`config.mk`:
```
export PLATFORM = sky130hd
export DESIGN_NAME = uart_bram_loader
export DESIGN_NICKNAME = d
export VERILOG_FILES = /design/src/rtl/uart_bram_loader.sv
export SDC_FILE = /design/constraint.sdc
export NUM_CORES = 1
export LEC_CHECK = 0
export ABC_AREA = 1
export ABC_CLOCK_PERIOD_IN_PS = 9000
export BUFFER_PORTS_ARGS = -buffer_cell sky130_fd_sc_hd__buf_2
export CAP_MARGIN = 10
export CELL_PAD_IN_SITES_DETAIL_PLACEMENT = 1
export CELL_PAD_IN_SITES_GLOBAL_PLACEMENT = 2
export CORE_MARGIN = 1
export CORE_UTILIZATION = 38
export CTS_CLUSTER_SIZE = 28
export DETAILED_ROUTE_END_ITERATION = 6
export HOLD_SLACK_MARGIN = 0.15
export PLACE_DENSITY_LB_ADDON = 0.12
export SETUP_SLACK_MARGIN = 0.2
export SYNTH_ARGS = -nofsm -noshare
export SYNTH_HDL_FRONTEND = slang
export SYNTH_SLANG_ARGS = --single-unit
```
`constraint.sdc`:
```
create_clock -name clk_in -period 9 [get_ports clk_in]
set_input_delay 1.8 -clock clk_in [delete_from_list [all_inputs] [get_ports clk_in]]
set_output_delay 1.8 -clock clk_in [all_outputs]
set_load 0.02 [all_outputs]
```
`src/rtl/uart_bram_loader.sv`:
```
// uart_bram_loader: receives 8N1 bytes on uart_rxd, packs them MSB-first into
// BRAM_WIDTH-bit words and issues one BRAM write per completed word, walking
// the address through one frame of BRAM_DEPTH words and wrapping.
module uart_bram_loader #(
    parameter int CLK_FREQ   = 100000000,
    parameter int BAUD_RATE  = 3000000,
    parameter int BRAM_WIDTH = 48,
    parameter int BRAM_DEPTH = 12800,
    localparam int ADDR_W    = $clog2(BRAM_DEPTH)
) (
    input  logic                  clk_in,
    input  logic                  rst_in,
    input  logic                  uart_rxd,
    input  logic                  clear_in,
    output logic [ADDR_W-1:0]     addr_out,
    output logic [BRAM_WIDTH-1:0] data_out,
    output logic                  we_out,
    output logic                  frame_done_out,
    output logic                  busy_out,
    output logic                  error_out
);

    localparam int CLKS_PER_BIT   = CLK_FREQ / BAUD_RATE;
    localparam int BYTES_PER_WORD = BRAM_WIDTH / 8;
    localparam int TMR_W          = $clog2(CLKS_PER_BIT + 1);
    localparam int CNT_W          = $clog2(BYTES_PER_WORD + 1);

    localparam logic [TMR_W-1:0]  HALF_END  = TMR_W'(CLKS_PER_BIT / 2 - 1);
    localparam logic [TMR_W-1:0]  FULL_END  = TMR_W'(CLKS_PER_BIT - 1);
    localparam logic [CNT_W-1:0]  LAST_BYTE = CNT_W'(BYTES_PER_WORD - 1);
    localparam logic [ADDR_W-1:0] LAST_ADDR = ADDR_W'(BRAM_DEPTH - 1);

    typedef enum logic [1:0] {
        IDLE  = 2'd0,
        START = 2'd1,
        DATA  = 2'd2,
        STOP  = 2'd3
    } state_t;

    logic                  rx_meta_q, rx_sync_q, rx_s;
    state_t                state_q, state_d;
    logic [TMR_W-1:0]      timer_q, timer_d;
    logic [2:0]            bit_q, bit_d;
    logic [7:0]            shift_q, shift_d;
    logic                  byte_ok_s, frame_err_s;
    logic [CNT_W-1:0]      cnt_q, cnt_d;
    logic [BRAM_WIDTH-1:0] word_q, word_d;
    logic [BRAM_WIDTH-1:0] data_q, data_d;
    logic [ADDR_W-1:0]     addr_q, addr_d;
    logic                  we_q, we_d;
    logic                  fd_q, fd_d;
    logic                  err_q, err_d;

    // Two-flop synchronizer for the asynchronous serial line (idles high).
    always_ff @(posedge clk_in or posedge rst_in) begin
        if (rst_in) begin
            rx_meta_q <= 1'b1;
            rx_sync_q <= 1'b1;
        end else begin
            rx_meta_q <= uart_rxd;
            rx_sync_q <= rx_meta_q;
        end
    end

    assign rx_s = rx_sync_q;

    // Receiver and word-assembly state registers.
    always_ff @(posedge clk_in or posedge rst_in) begin
        if (rst_in) begin
            state_q <= IDLE;
            timer_q <= '0;
            bit_q   <= 3'd0;
            shift_q <= 8'h00;
            cnt_q   <= '0;
            word_q  <= '0;
            data_q  <= '0;
            addr_q  <= '0;
            we_q    <= 1'b0;
            fd_q    <= 1'b0;
            err_q   <= 1'b0;
        end else begin
            state_q <= state_d;
            timer_q <= timer_d;
            bit_q   <= bit_d;
            shift_q <= shift_d;
            cnt_q   <= cnt_d;
            word_q  <= word_d;
            data_q  <= data_d;
            addr_q  <= addr_d;
            we_q    <= we_d;
            fd_q    <= fd_d;
            err_q   <= err_d;
        end
    end

    // Receiver FSM: mid-bit sampling; flags accepted bytes and framing errors.
    always_comb begin
        state_d     = state_q;
        timer_d     = timer_q + TMR_W'(1);
        bit_d       = bit_q;
        shift_d     = shift_q;
        byte_ok_s   = 1'b0;
        frame_err_s = 1'b0;
        case (state_q)
            IDLE: begin
                timer_d = '0;
                if (!rx_s) begin
                    state_d = START;
                end else begin
                    state_d = IDLE;
                end
            end
            START: begin
                if (timer_q == HALF_END) begin
                    timer_d = '0;
                    bit_d   = 3'd0;
                    // A line that is high again at start-bit centre was noise.
                    if (rx_s) begin
                        state_d = IDLE;
                    end else begin
                        state_d = DATA;
                    end
                end else begin
                    state_d = START;
                end
            end
            DATA: begin
                if (timer_q == FULL_END) begin
                    timer_d = '0;
                    shift_d = {rx_s, shift_q[7:1]};
                    if (bit_q == 3'd7) begin
                        state_d = STOP;
                    end else begin
                        bit_d = bit_q + 3'd1;
                    end
                end else begin
                    state_d = DATA;
                end
            end
            STOP: begin
                if (timer_q == FULL_END) begin
                    timer_d = '0;
                    state_d = IDLE;
                    if (rx_s) begin
                        byte_ok_s = 1'b1;
                    end else begin
                        frame_err_s = 1'b1;
                    end
                end else begin
                    state_d = STOP;
                end
            end
            default: begin
                state_d = IDLE;
                timer_d = '0;
            end
        endcase
    end

    // Word packing, write strobe, addressing and sticky error; clear_in wins.
    always_comb begin
        cnt_d  = cnt_q;
        word_d = word_q;
        data_d = data_q;
        we_d   = 1'b0;
        fd_d   = 1'b0;
        err_d  = err_q;
        if (we_q) begin
            addr_d = (addr_q == LAST_ADDR) ? '0 : addr_q + ADDR_W'(1);
        end else begin
            addr_d = addr_q;
        end
        if (clear_in) begin
            cnt_d  = '0;
            addr_d = '0;
            err_d  = 1'b0;
        end else begin
            if (frame_err_s) begin
                err_d = 1'b1;
            end else begin
                err_d = err_q;
            end
            if (byte_ok_s) begin
                word_d = (word_q << 8) | BRAM_WIDTH'(shift_q);
                if (cnt_q == LAST_BYTE) begin
                    cnt_d  = '0;
                    data_d = (word_q << 8) | BRAM_WIDTH'(shift_q);
                    we_d   = 1'b1;
                    fd_d   = (addr_q == LAST_ADDR);
                end else begin
                    cnt_d = cnt_q + CNT_W'(1);
                end
            end else begin
                word_d = word_q;
            end
        end
    end

    assign addr_out       = addr_q;
    assign data_out       = data_q;
    assign we_out         = we_q;
    assign frame_done_out = fd_q;
    assign error_out      = err_q;
    assign busy_out       = (state_q != IDLE);

endmodule

```
==> results of run 1 <==
logic make-up (layout without fill, tap and decap cells):
| group | after synthesis | in the layout | share of synthesized area |
|---|---|---|---|
| xor gates and xnor gates | 10 | 10 | 0.0159 |
| AOI/OAI and AO/OA | 53 | 53 | 0.0549 |
| adders and majority gates | 5 | 5 | 0.0114 |
| buffers and inverters | 83 | 164 | 0.0679 |
| DFF | 129 | 129 | 0.588 |
| and+or+nand+nor | 344 | 344 | 0.262 |
per-stage QoR:
step / instance area (µm²) / power, µW / utilization / setup WS, ns
floorplan: 5490 / 740 / - / 3.76
CTS: 6500 / 1420 / 0.465 / 5.64
global placement: 5950 / 769 / 0.425 / 5.23
global route: 6500 / 1470 / 0.465 / 5.41
detailed placement: 5950 / 776 / 0.425 / 5.20
finish: 6500 / 1410 / 0.465 / 5.67
layer usage:
metal | GRT usage | share of wire | routed length (µm)
met2 | 0.337 | 0.51 | 6960
met3 | 0.0520 | 0.030 | 414
met4 | 0.0671 | 0.014 | 197
met1 | 0.261 | 0.45 | 6150
met5 | 0 | 0 | 0
synthesized netlist by cell type:
master,instances
a21oi_1,4
a31oi_1,1
buf_2,9
buf_4,1
buf_6,6
clkbuf_1,7
clkbuf_2,1
clkinv_1,1
dfrtp_1,127
dfstp_2,2
ha_1,5
inv_1,56
inv_2,2
nand2_1,225
nand2_4,1
nand3_1,65
nand4_1,5
nor2_1,36
nor2_2,4
nor2_4,1
nor2_8,1
nor3_1,3
nor3b_1,1
o21ai_0,35
o21ai_1,3
o21ai_2,9
o22ai_1,1
or2_2,2
xnor2_1,4
xor2_1,6
worst max path at each step:
stage	depth (start not counted)	slack (ns)	from	to
after floorplan	1	3.76	rst_in	addr_out[0]$_DFFE_PP0P_
after global placement	6	5.23	clear_in	data_out[13]$_DFFE_PP0P_
after detailed placement	6	5.20	clear_in	data_out[7]$_DFFE_PP0P_
after CTS	6	5.64	clear_in	data_out[4]$_DFFE_PP0P_
after global routing	6	5.41	clear_in	data_out[16]$_DFFE_PP0P_
final	6	5.67	clear_in	data_out[4]$_DFFE_PP0P_
power breakdown:
group | internal (µW) | total [µW] | switching [µW] | leakage (µW)
clock network | 387 | 643 | 256 | 0.000264
registers | 616 | 648 | 32.3 | 0.00171
logic | 40.5 | 115 | 74.2 | 0.00163
total | 1040 | 1410 | 363 | 0.00360
area by class of cell:
cell class                 count  area, µm²
clock buffer                  24        502
clock inverter                 8       53.8
fill                        1701       7490
inverter                      59        224
multi-input combinational    412       1890
sequential                   129       3230
tap                          180        225
timing repair buffer          73        375
state kept, by name (all words and copies together), names as in the netlist, 2 cells and up:
| signal | count |
|---|---|
| word_q | 40 |
| timer_q | 6 |
| cnt_q | 3 |
| bit_q | 3 |
| data_out | 48 |
| addr_out | 14 |
| shift_q | 8 |
| state_q | 2 |
worst max-delay path: cells and delay by family:
| family | cells | cell delay [ns] |
|---|---|---|
| AND/OR/NAND/NOR | 3 | 0.90 |
| buffers and inverters | 3 | 0.89 |
==> run metrics, run 1 <==
n_diodes=0; Syn Std Cell Area=~0.0055 mm²; vias=4300; Final Critical Period=~3.3 ns; Required @ worst endpoint=9.30 ns; post-synth top area share=0.578; Final #Nets=701; routed len/inst=15.5 µm; IO Port Bufs=a little under 70; area of the die=around 0.015 mm²; Syn Inst Count=~620; RSZ-0062 raised after global routing=no; maximum vdd ir drop=0.000116 V; most numerous cell on the critical path=nand2_1; share of layout cells above drive strength 1=0.179; Final period util=0.369; hold_ws=between 0.3 and 0.4 ns; critical path's slowest cell=nand4_1; largest area contributor in the netlist=dfrtp_1; #FFs+latches synth=129; Final Hold Vio Count=0; Worst Reg-to-Reg Cells=8; Hold Path Depth=0; Root Driver=clkbuf_16; clk_lat worst skew=0.42 ns; Max-Cap Viols=0; first-pass GRT wire length=around 23 mm; Post-route DRC=0; Hold Crit Class=reg -> reg; fmax=about 300 MHz; largest net degree at the start of global routing=67; clock buffer depth=2; 1st-iter DRT viols=214; Unique masters post-synth=30; Critical Path Start Type=input pin; H-tree depth=4; Hold Crit Start=rx_meta_q$_DFF_PP1_; Reg2Reg Capture Point=data_out[4]$_DFFE_PP0P_; Placed Cells incl. Taps=approximately 850; TritonCTS buffer count=17; First-pass DRT Iterations=4; GRT overflow=0; status=finished, final reports clean; synth warn=0; number of global-route vias before repair=4545; max-slew violation count=0; # resized after CTS=0; Largest stage delay, worst path=0.73 ns; Post-Layout Cell Count=885; Fin Setup TNS=0 ns; register area share after synthesis=0.588; Core Area=approximately 0.014 mm²; Cell Chain, Critical Path=buf_2 -> inv_1 -> nand4_1 -> buf_4 -> nand2_1 -> nand2_1; # IOs=70; syn nets=633; Final HPWL DP=~9.2 mm; endpoints failing setup=0; crit-path max FO=31; clk sinks=129; Worst setup EP type=flip-flop; initial antenna violation count=0; gpl congestion=0.763; CTS tree=done; Initial Utilization=0.393; most common cell after layout, fill and taps aside=nand2_1; max_slew headroom=0.401; Slew @ Worst Pin=0.896 ns; crit path kind=in -> reg; Mapped Avg Cell Area=about 9 µm²; GR Util All Layers=0.204; post-route ant nets=0; pwr dens=216 mW/mm²; leakage=about 0.0036 µW; row count=43; die height=122 µm; WL final=13.7 mm; hold worst-path end=rx_s$_DFF_PP1_; # Post-CTS Setup Buffers=0; clk_skew=0.00451 ns; r2r setup slk=6.25 ns; top post-synthesis cells by area=dfrtp_1, nand2_1, nand3_1; P&R area growth vs syn=18.3%; most frequent cells in the layout=nand2_1, dfrtp_1, buf_2, nand3_1, inv_1; CP Data Arrival Time=3.63 ns; Worst-path clk slew=approximately 0.06 ns; vias per cell=4.86; FF-to-FF Start=rx_s$_DFF_PP1_; DIE WIDTH=between 100 and 150 µm; hold_buf cts=0
(Power assumes the default switching activity.)
==> run 2, diff against run 1 <==
--- a/config.mk
+++ b/config.mk
@@ -5,14 +5,14 @@
 export SDC_FILE = /design/constraint.sdc
 export NUM_CORES = 1
 export LEC_CHECK = 0
-export ABC_AREA = 1
-export ABC_CLOCK_PERIOD_IN_PS = 9000
+export ABC_AREA = 0
+export ABC_CLOCK_PERIOD_IN_PS = 3130
 export BUFFER_PORTS_ARGS = -buffer_cell sky130_fd_sc_hd__buf_2
 export CAP_MARGIN = 10
 export CELL_PAD_IN_SITES_DETAIL_PLACEMENT = 1
 export CELL_PAD_IN_SITES_GLOBAL_PLACEMENT = 2
 export CORE_MARGIN = 1
-export CORE_UTILIZATION = 38
+export CORE_UTILIZATION = 40
 export CTS_CLUSTER_SIZE = 28
 export DETAILED_ROUTE_END_ITERATION = 6
 export HOLD_SLACK_MARGIN = 0.15
==> constraint.sdc (replaced) <==
create_clock -name clk_in -period 3.13 [get_ports clk_in]
set_input_delay 0.626 -clock clk_in [delete_from_list [all_inputs] [get_ports clk_in]]
set_output_delay 0.626 -clock clk_in [all_outputs]
set_load 0.02 [all_outputs]
==> run 2 against run 1 <==
Compared with the run above: register-to-register slack got worse by 5.5 ns; first-iteration DRC count decreased by 24%; sequential share of layout area increased by 1.6 points; clock-buffer cell count increased by 3; non-clock buffer count decreased by 2; critical path depth unchanged.
==> run metrics, run 2 <==
status=finished, final reports clean; Required @ worst endpoint=3.42 ns (-5.88 ns); register area share after synthesis=0.617 (+0.0292); vias per cell=5.00 (+2.8%); RSZ-0062 raised after global routing=no; max-slew violation count=0 (unchanged); max reg flops=48 (unchanged); top post-synthesis cells by area=dfrtp_1, mux2_2, nor2_1; P&R area growth vs syn=20.4%; Hold Crit Class=in -> async; WL final=9.73 mm (-29%); number of global-route vias before repair=3263 (-28%); Initial Utilization=0.413 (+0.0203); Worst setup EP type=flip-flop; GRT overflow=0 (unchanged); clk sinks=129 (unchanged); leakage=0.00328 µW (-9.1%); vias=3122 (-27%); Critical Path Start Type=flip-flop; most frequent cells in the layout=dfrtp_1, mux2_2, buf_2, nor2_1, clkbuf_16; hold_buf cts=0 (unchanged); n_diodes=0 (unchanged); Worst Reg-to-Reg Cells=6 (-2); Core Area=0.0127 mm² (-9.4%); H-tree depth=4 (unchanged); Final #Nets=449 (-36%); die height=116 µm (-4.8%); r2r setup slk=0.72 ns (-5.53 ns); Unique masters post-synth=40 (+33%); max_slew headroom=0.513 (+0.112); Placed Cells incl. Taps=593 (-30%); gpl congestion=0.769 (+0.77%); Layout Cell Area excl Fill=0.00630 mm² (-3.1%); clk_skew=0.00798 ns (+0.00346 ns); maximum vdd ir drop=0.000301 V (+160%); crit-path max FO=48 (+55%); most common cell in the netlist=dfrtp_1; 1st-iter DRT viols=162 (-24%); share of layout cells above drive strength 1=0.461 (+0.283); First-pass DRT Iterations=4 (unchanged); endpoints failing setup=0 (unchanged); Max-Cap Viols=0 (unchanged); Mapped Avg Cell Area=14.4 µm² (+63%); Syn Std Cell Area=0.00523 mm² (-4.7%); crit path kind=reg -> reg; Post-synth EDFFs=0 (unchanged); # resized after CTS=0 (unchanged); Final Hold Vio Count=0 (unchanged); post-route ant nets=0 (unchanged); Synth async-reset ratio=1.00 (unchanged); CTS tree=done; Root Driver=clkbuf_16; # IOs=70 (unchanged); initial antenna violation count=0 (unchanged); Reg2Reg Capture Point=data_out[1]$_DFFE_PP0P_; largest area contributor in the netlist=dfrtp_1; IO Port Bufs=69 (unchanged); Final period util=0.769; post-synth top area share=0.607 (+0.0288); CP Data Arrival Time=2.70 ns (-0.93 ns); Slew @ Worst Pin=0.720 ns (-0.176 ns); clk_lat worst skew=0.41 ns (about the same); row count=41 (-4.7%); pwr dens=605 mW/mm² (+180%); Worst-path clk slew=0.06 ns (about the same); FILL cells=1314 (-23%); Syn Inst Count=364 (-42%); synth cell count leaders=dfrtp_1, mux2_2, nor2_1; cell area after placement=0.00574 mm² (-3.5%); clock buffer depth=2 (unchanged); DIE WIDTH=116 µm (-4.8%); routed len/inst=15.6 µm (+0.45%); Final Critical Period=about 2.4 ns; fmax=just over 400 MHz; Final HPWL DP=6.29 mm (-32%); synth warn=0 (unchanged); # Post-CTS Setup Buffers=0 (unchanged); Post-route DRC=0 (unchanged); Post-Layout Cell Count=625 (-29%); #FFs+latches synth=129 (unchanged); largest net degree at the start of global routing=113 (+69%); area of the die=0.0135 mm² (-9.3%); GR Util All Layers=0.161 (-0.0429); Fin Setup TNS=0 ns (unchanged); most common cell after layout, fill and taps aside=dfrtp_1; Core Util, Final=0.497 (+0.0324); ys flop type=dfrtp_1; first-pass GRT wire length=16.4 mm (-29%); syn nets=373 (-41%); FF-to-FF Start=timer_q[0]$_DFF_PP0_; TritonCTS buffer count=17 (unchanged)
[run 2: changes by cell type in the layout (fill, tap and decap cells not counted), moves of 4 or more]
| cell | previous run | this run |
|---|---|---|
| inv_1 | 55 | 5 |
| and3_1 | 0 | 4 |
| nor2b_1 | 0 | 4 |
| nor2_1 | 36 | 29 |
| a21oi_1 | 4 | 8 |
| mux2_2 | 0 | 99 |
| nand3_1 | 65 | 6 |
| nand2_1 | 225 | 8 |
| o21ai_2 | 9 | 0 |
| o21ai_0 | 35 | 1 |
[run 2: area by class of cell]
cell class	instances	area [µm²]	area share
flip-flops and latches	129	3230	0.513
multi-input cells	215	1890	0.300
clock buffers	27	513	0.0814
repair buffers	71	373	0.0592
well taps	172	215	0.0342
clock inverters	5	50.0	0.00794
inverters	6	26.3	0.00417
[run 2: layer usage]
| layer | part of all wire | vias to the layer above | routed length [µm] | GRT usage |
|---|---|---|---|---|
| li1 | - | 1434 | - | - |
| met1 | 0.43 | 1615 | 4180 | 0.198 |
| met2 | 0.50 | 57 | 4900 | 0.258 |
| met3 | 0.049 | 16 | 473 | 0.0540 |
| met4 | 0.019 | 0 | 187 | 0.0718 |
| met5 | 0 | - | 0 | 0 |
[run 2: power by group]
group          internal [µW]  switching (µW)
Combinational           76.3             103
Clock                   1190             674
Sequential              1710            56.1
Total                   2980             832
[run 2: through the flow]
step / total power (µW) / setup WS [ns] / hold WS [ns]
floorplan: 1930 / 0.910 / 0.345
global placement: 1970 / 0.778 / 0.347
detailed placement: 1980 / 0.700 / 0.349
CTS: 3870 / 0.686 / 0.211
global route: 3960 / 0.563 / 0.238
finish: 3810 / 0.723 / 0.213
[run 2: cell families (layout without fill, tap and decap cells)]
kind of cell             after synthesis  in the layout  synth area share
AO/OA/AOI/OAI                         16             16            0.0225
adder cells (fa/ha/maj)                5              5            0.0120
XOR/XNOR                              16             16            0.0268
multiplexers                         102            102             0.219
flip-flops                           129            129             0.617
AND/OR/NAND/NOR                       76             76            0.0815
buffers and inverters                 20            109            0.0213
[run 2: worst max-delay path, stage by stage, from the launching register on]
cell	delay, ns
dfrtp_1	0.40
inv_1	0.07
ha_1	0.19
nand4bb_4	0.16
nor3b_4	0.29
and4_4	0.74
mux2_2	0.42
[run 2: how the worst max path moves through the flow]
stage                         startpoint                       end  slack, ns
finish              timer_q[0]$_DFF_PP0_   data_out[1]$_DFFE_PP0P_       0.72
global route        timer_q[0]$_DFF_PP0_   data_out[1]$_DFFE_PP0P_       0.56
CTS                 timer_q[0]$_DFF_PP0_   data_out[1]$_DFFE_PP0P_       0.69
detailed placement  timer_q[0]$_DFF_PP0_   data_out[2]$_DFFE_PP0P_       0.70
global placement    timer_q[0]$_DFF_PP0_  data_out[11]$_DFFE_PP0P_       0.78
floorplan                         rst_in   addr_out[0]$_DFFE_PP0P_       0.91
==> run 3, diff against run 2 <==
--- a/config.mk
+++ b/config.mk
@@ -5,14 +5,14 @@
 export SDC_FILE = /design/constraint.sdc
 export NUM_CORES = 1
 export LEC_CHECK = 0
-export ABC_AREA = 0
-export ABC_CLOCK_PERIOD_IN_PS = 3130
+export ABC_AREA = 1
+export ABC_CLOCK_PERIOD_IN_PS = 2300
 export BUFFER_PORTS_ARGS = -buffer_cell sky130_fd_sc_hd__buf_2
 export CAP_MARGIN = 10
 export CELL_PAD_IN_SITES_DETAIL_PLACEMENT = 1
 export CELL_PAD_IN_SITES_GLOBAL_PLACEMENT = 2
 export CORE_MARGIN = 1
-export CORE_UTILIZATION = 40
+export CORE_UTILIZATION = 35
 export CTS_CLUSTER_SIZE = 28
 export DETAILED_ROUTE_END_ITERATION = 6
 export HOLD_SLACK_MARGIN = 0.15
==> constraint.sdc (replaced) <==
create_clock -name clk_in -period 2.3 [get_ports clk_in]
set_input_delay 0.46 -clock clk_in [delete_from_list [all_inputs] [get_ports clk_in]]
set_output_delay 0.46 -clock clk_in [all_outputs]
set_load 0.02 [all_outputs]
==> run 3 against run 2 <==
Compared with the run above: critical path type unchanged; hold slack improved by 0.0066 ns; clock power increased by 34%; critical path depth grew 2; global-route usage grew 1.9 points; critical endpoint is now data_out[40]$_DFFE_PP0P_; largest power group is now sequential cells; first-iteration DRC count increased by 68%; non-clock buffer count grew 5; largest cell class unchanged; final cell count is 47% higher.
==> run metrics, run 3 (synthesized netlist as in run 1, its figures left out) <==
status=finished, final reports clean; critical path's slowest cell=dfstp_2; most common cell after layout, fill and taps aside=nand2_1; FILL cells=1817 (+38%); die height=127 µm (+9.4%); FF-to-FF Start=rx_s$_DFF_PP1_; routed len/inst=14.2 µm (-8.8%); max-slew violation count=0 (unchanged); Cell Chain, Critical Path=inv_1 -> nor2_1 -> inv_1 -> nor2_1 -> nand4_1 -> buf_4 -> nand2_1 -> nand2_1; RSZ-0062 raised after global routing=no; crit path kind=reg -> reg; clk_lat worst skew=0.42 ns (about the same); vias per cell=4.66 (-6.7%); Largest stage delay, worst path=0.55 ns (-0.19 ns); largest net degree at the start of global routing=130 (+15%); crit-path max FO=48 (unchanged); Root Driver=clkbuf_16; Worst setup EP type=flip-flop; share of layout cells above drive strength 1=0.180 (-0.282); Critical Path Start Type=flip-flop; DIE WIDTH=127 µm (+9.4%); CP Data Arrival Time=2.24 ns (-0.46 ns); Final Critical Period=1.94 ns (-0.471 ns); area of the die=0.0162 mm² (+20%); Slew @ Worst Pin=0.717 ns (-0.00385 ns); endpoints failing setup=0 (unchanged); Initial Utilization=0.360 (-0.0530); area of the multi-input gates=0.00190 mm² (+0.20%); leakage=0.00363 µW (+11%); Required @ worst endpoint=2.60 ns (-0.82 ns); post-route ant nets=0 (unchanged); GRT overflow=0 (unchanged); pwr dens=833 mW/mm² (+38%); most frequent cells in the layout=nand2_1, dfrtp_1, buf_2, nand3_1, inv_1; Top delay family on crit path=simple AND/OR/NAND/NOR gates; 1st-iter DRT viols=272 (+68%); P&R area growth vs syn=20.0%; row count=45 (+9.8%); number of global-route vias before repair=4525 (+39%); Fin Setup TNS=0 ns (unchanged); TritonCTS buffer count=17 (unchanged); Hold Crit Class=in -> async; WL final=13.0 mm (+34%); gpl congestion=0.784 (+1.9%); r2r setup slk=0.36 ns (-0.36 ns); # IOs=70 (unchanged); fmax=516 MHz (+24%); WP buf/inv=3 (+2); cell area after placement=0.00603 mm² (+5.1%); clk sinks=129 (unchanged); maximum vdd ir drop=0.000615 V (+100%); Reg2Reg Capture Point=data_out[40]$_DFFE_PP0P_; Core Area=0.0153 mm² (+20%); First-pass DRT Iterations=4 (unchanged); Final #Nets=704 (+57%); Worst-path clk slew=0.06 ns (about the same); hold_ws=0.219 ns (+0.00656 ns); clock buffer depth=2 (unchanged); Final HPWL DP=8.58 mm (+36%); Layout Cell Area excl Fill=0.00659 mm² (+4.6%); max_slew headroom=0.522 (+0.00933); H-tree depth=4 (unchanged); register area=0.00323 mm² (unchanged); Final period util=0.842 (+0.0728); clk_skew=0.0114 ns (+0.00342 ns); initial antenna violation count=0 (unchanged); Post-route DRC=0 (unchanged); IO Port Bufs=69 (unchanged); vias=4280 (+37%); Max-Cap Viols=0 (unchanged); Final Hold Vio Count=0 (unchanged); max reg flops=48 (unchanged); n_diodes=0 (unchanged); GR Util All Layers=0.180 (+0.0191); Worst Reg-to-Reg Cells=8 (+2); first-pass GRT wire length=23.0 mm (+40%); CTS tree=done
-- run 3: cell count changes in the layout (fill, tap and decap cells not counted), moves of 4 or more --
cell	previous run	this run
nor2_1	29	36
nor2b_1	4	0
and3_1	4	0
o21ai_2	0	9
mux2_2	99	0
inv_1	5	55
a21oi_1	8	4
nand3_1	6	65
o21ai_0	1	35
nand2_1	8	225
-- run 3: layout make-up --
| type | instances | area share |
|---|---|---|
| Timing Repair Buffer | 76 | 0.0645 |
| Inverter | 59 | 0.0345 |
| Sequential cell | 129 | 0.490 |
| Clock inverter | 10 | 0.0133 |
| Clock buffer | 21 | 0.0699 |
| Tap cell | 211 | 0.0401 |
| Multi-Input combinational cell | 412 | 0.288 |
-- run 3: repair_timing --
| action | in CTS | in global routing |
|---|---|---|
| endpoints found under the setup margin | 0 | 22 |
| gates resized for setup | 0 | 2 |
| buffers inserted | 0 | 0 |
| hold buffers | 1 | 0 |
| hold endpoints to repair | 1 | 0 |
-- run 3: routing by layer --
layer / vias up / track usage / routed length [µm]
li1: 2097 / - / -
met1: 2106 / 0.239 / 6120
met2: 58 / 0.285 / 6330
met3: 19 / 0.0381 / 339
met4: 0 / 0.0798 / 255
met5: - / 0 / 0
-- run 3: worst max-delay path by stage --
stage | depth (start not counted) | endpoint | startpoint
2_1_floorplan | 1 | addr_out[0]$_DFFE_PP0P_ | rst_in
3_3_place_gp | 8 | data_out[16]$_DFFE_PP0P_ | rx_s$_DFF_PP1_
3_5_place_dp | 8 | word_q[21]$_DFFE_PP0P_ | timer_q[0]$_DFF_PP0_
4_1_cts | 8 | word_q[33]$_DFFE_PP0P_ | timer_q[0]$_DFF_PP0_
5_1_grt | 8 | addr_out[11]$_DFFE_PP0P_ | addr_out[1]$_DFFE_PP0P_
6_report | 8 | data_out[40]$_DFFE_PP0P_ | rx_s$_DFF_PP1_
-- run 3: per-stage QoR --
step / util / total power (µW) / instances / worst slack (ns)
floorplan: - / 2900 / 624 / 0.246
global placement: 0.395 / 3010 / 886 / 0.398
detailed placement: 0.395 / 3030 / 886 / 0.355
CTS: 0.432 / 5580 / 918 / 0.345
global route: 0.432 / 5750 / 918 / 0.225
finish: 0.432 / 5490 / 918 / 0.364
-- run 3: where the power goes --
| part | leakage [µW] | total [µW] | switching (µW) | internal [µW] |
|---|---|---|---|---|
| Clock | 0.000268 | 2500 | 972 | 1530 |
| Sequential | 0.00171 | 2530 | 123 | 2410 |
| Combinational | 0.00165 | 455 | 292 | 162 |
-- run 3: worst min-delay path, cell delays in order --
cell and delay, ns:
buf_2 0.11, clkinvlp_4 0.07, buf_12 0.49
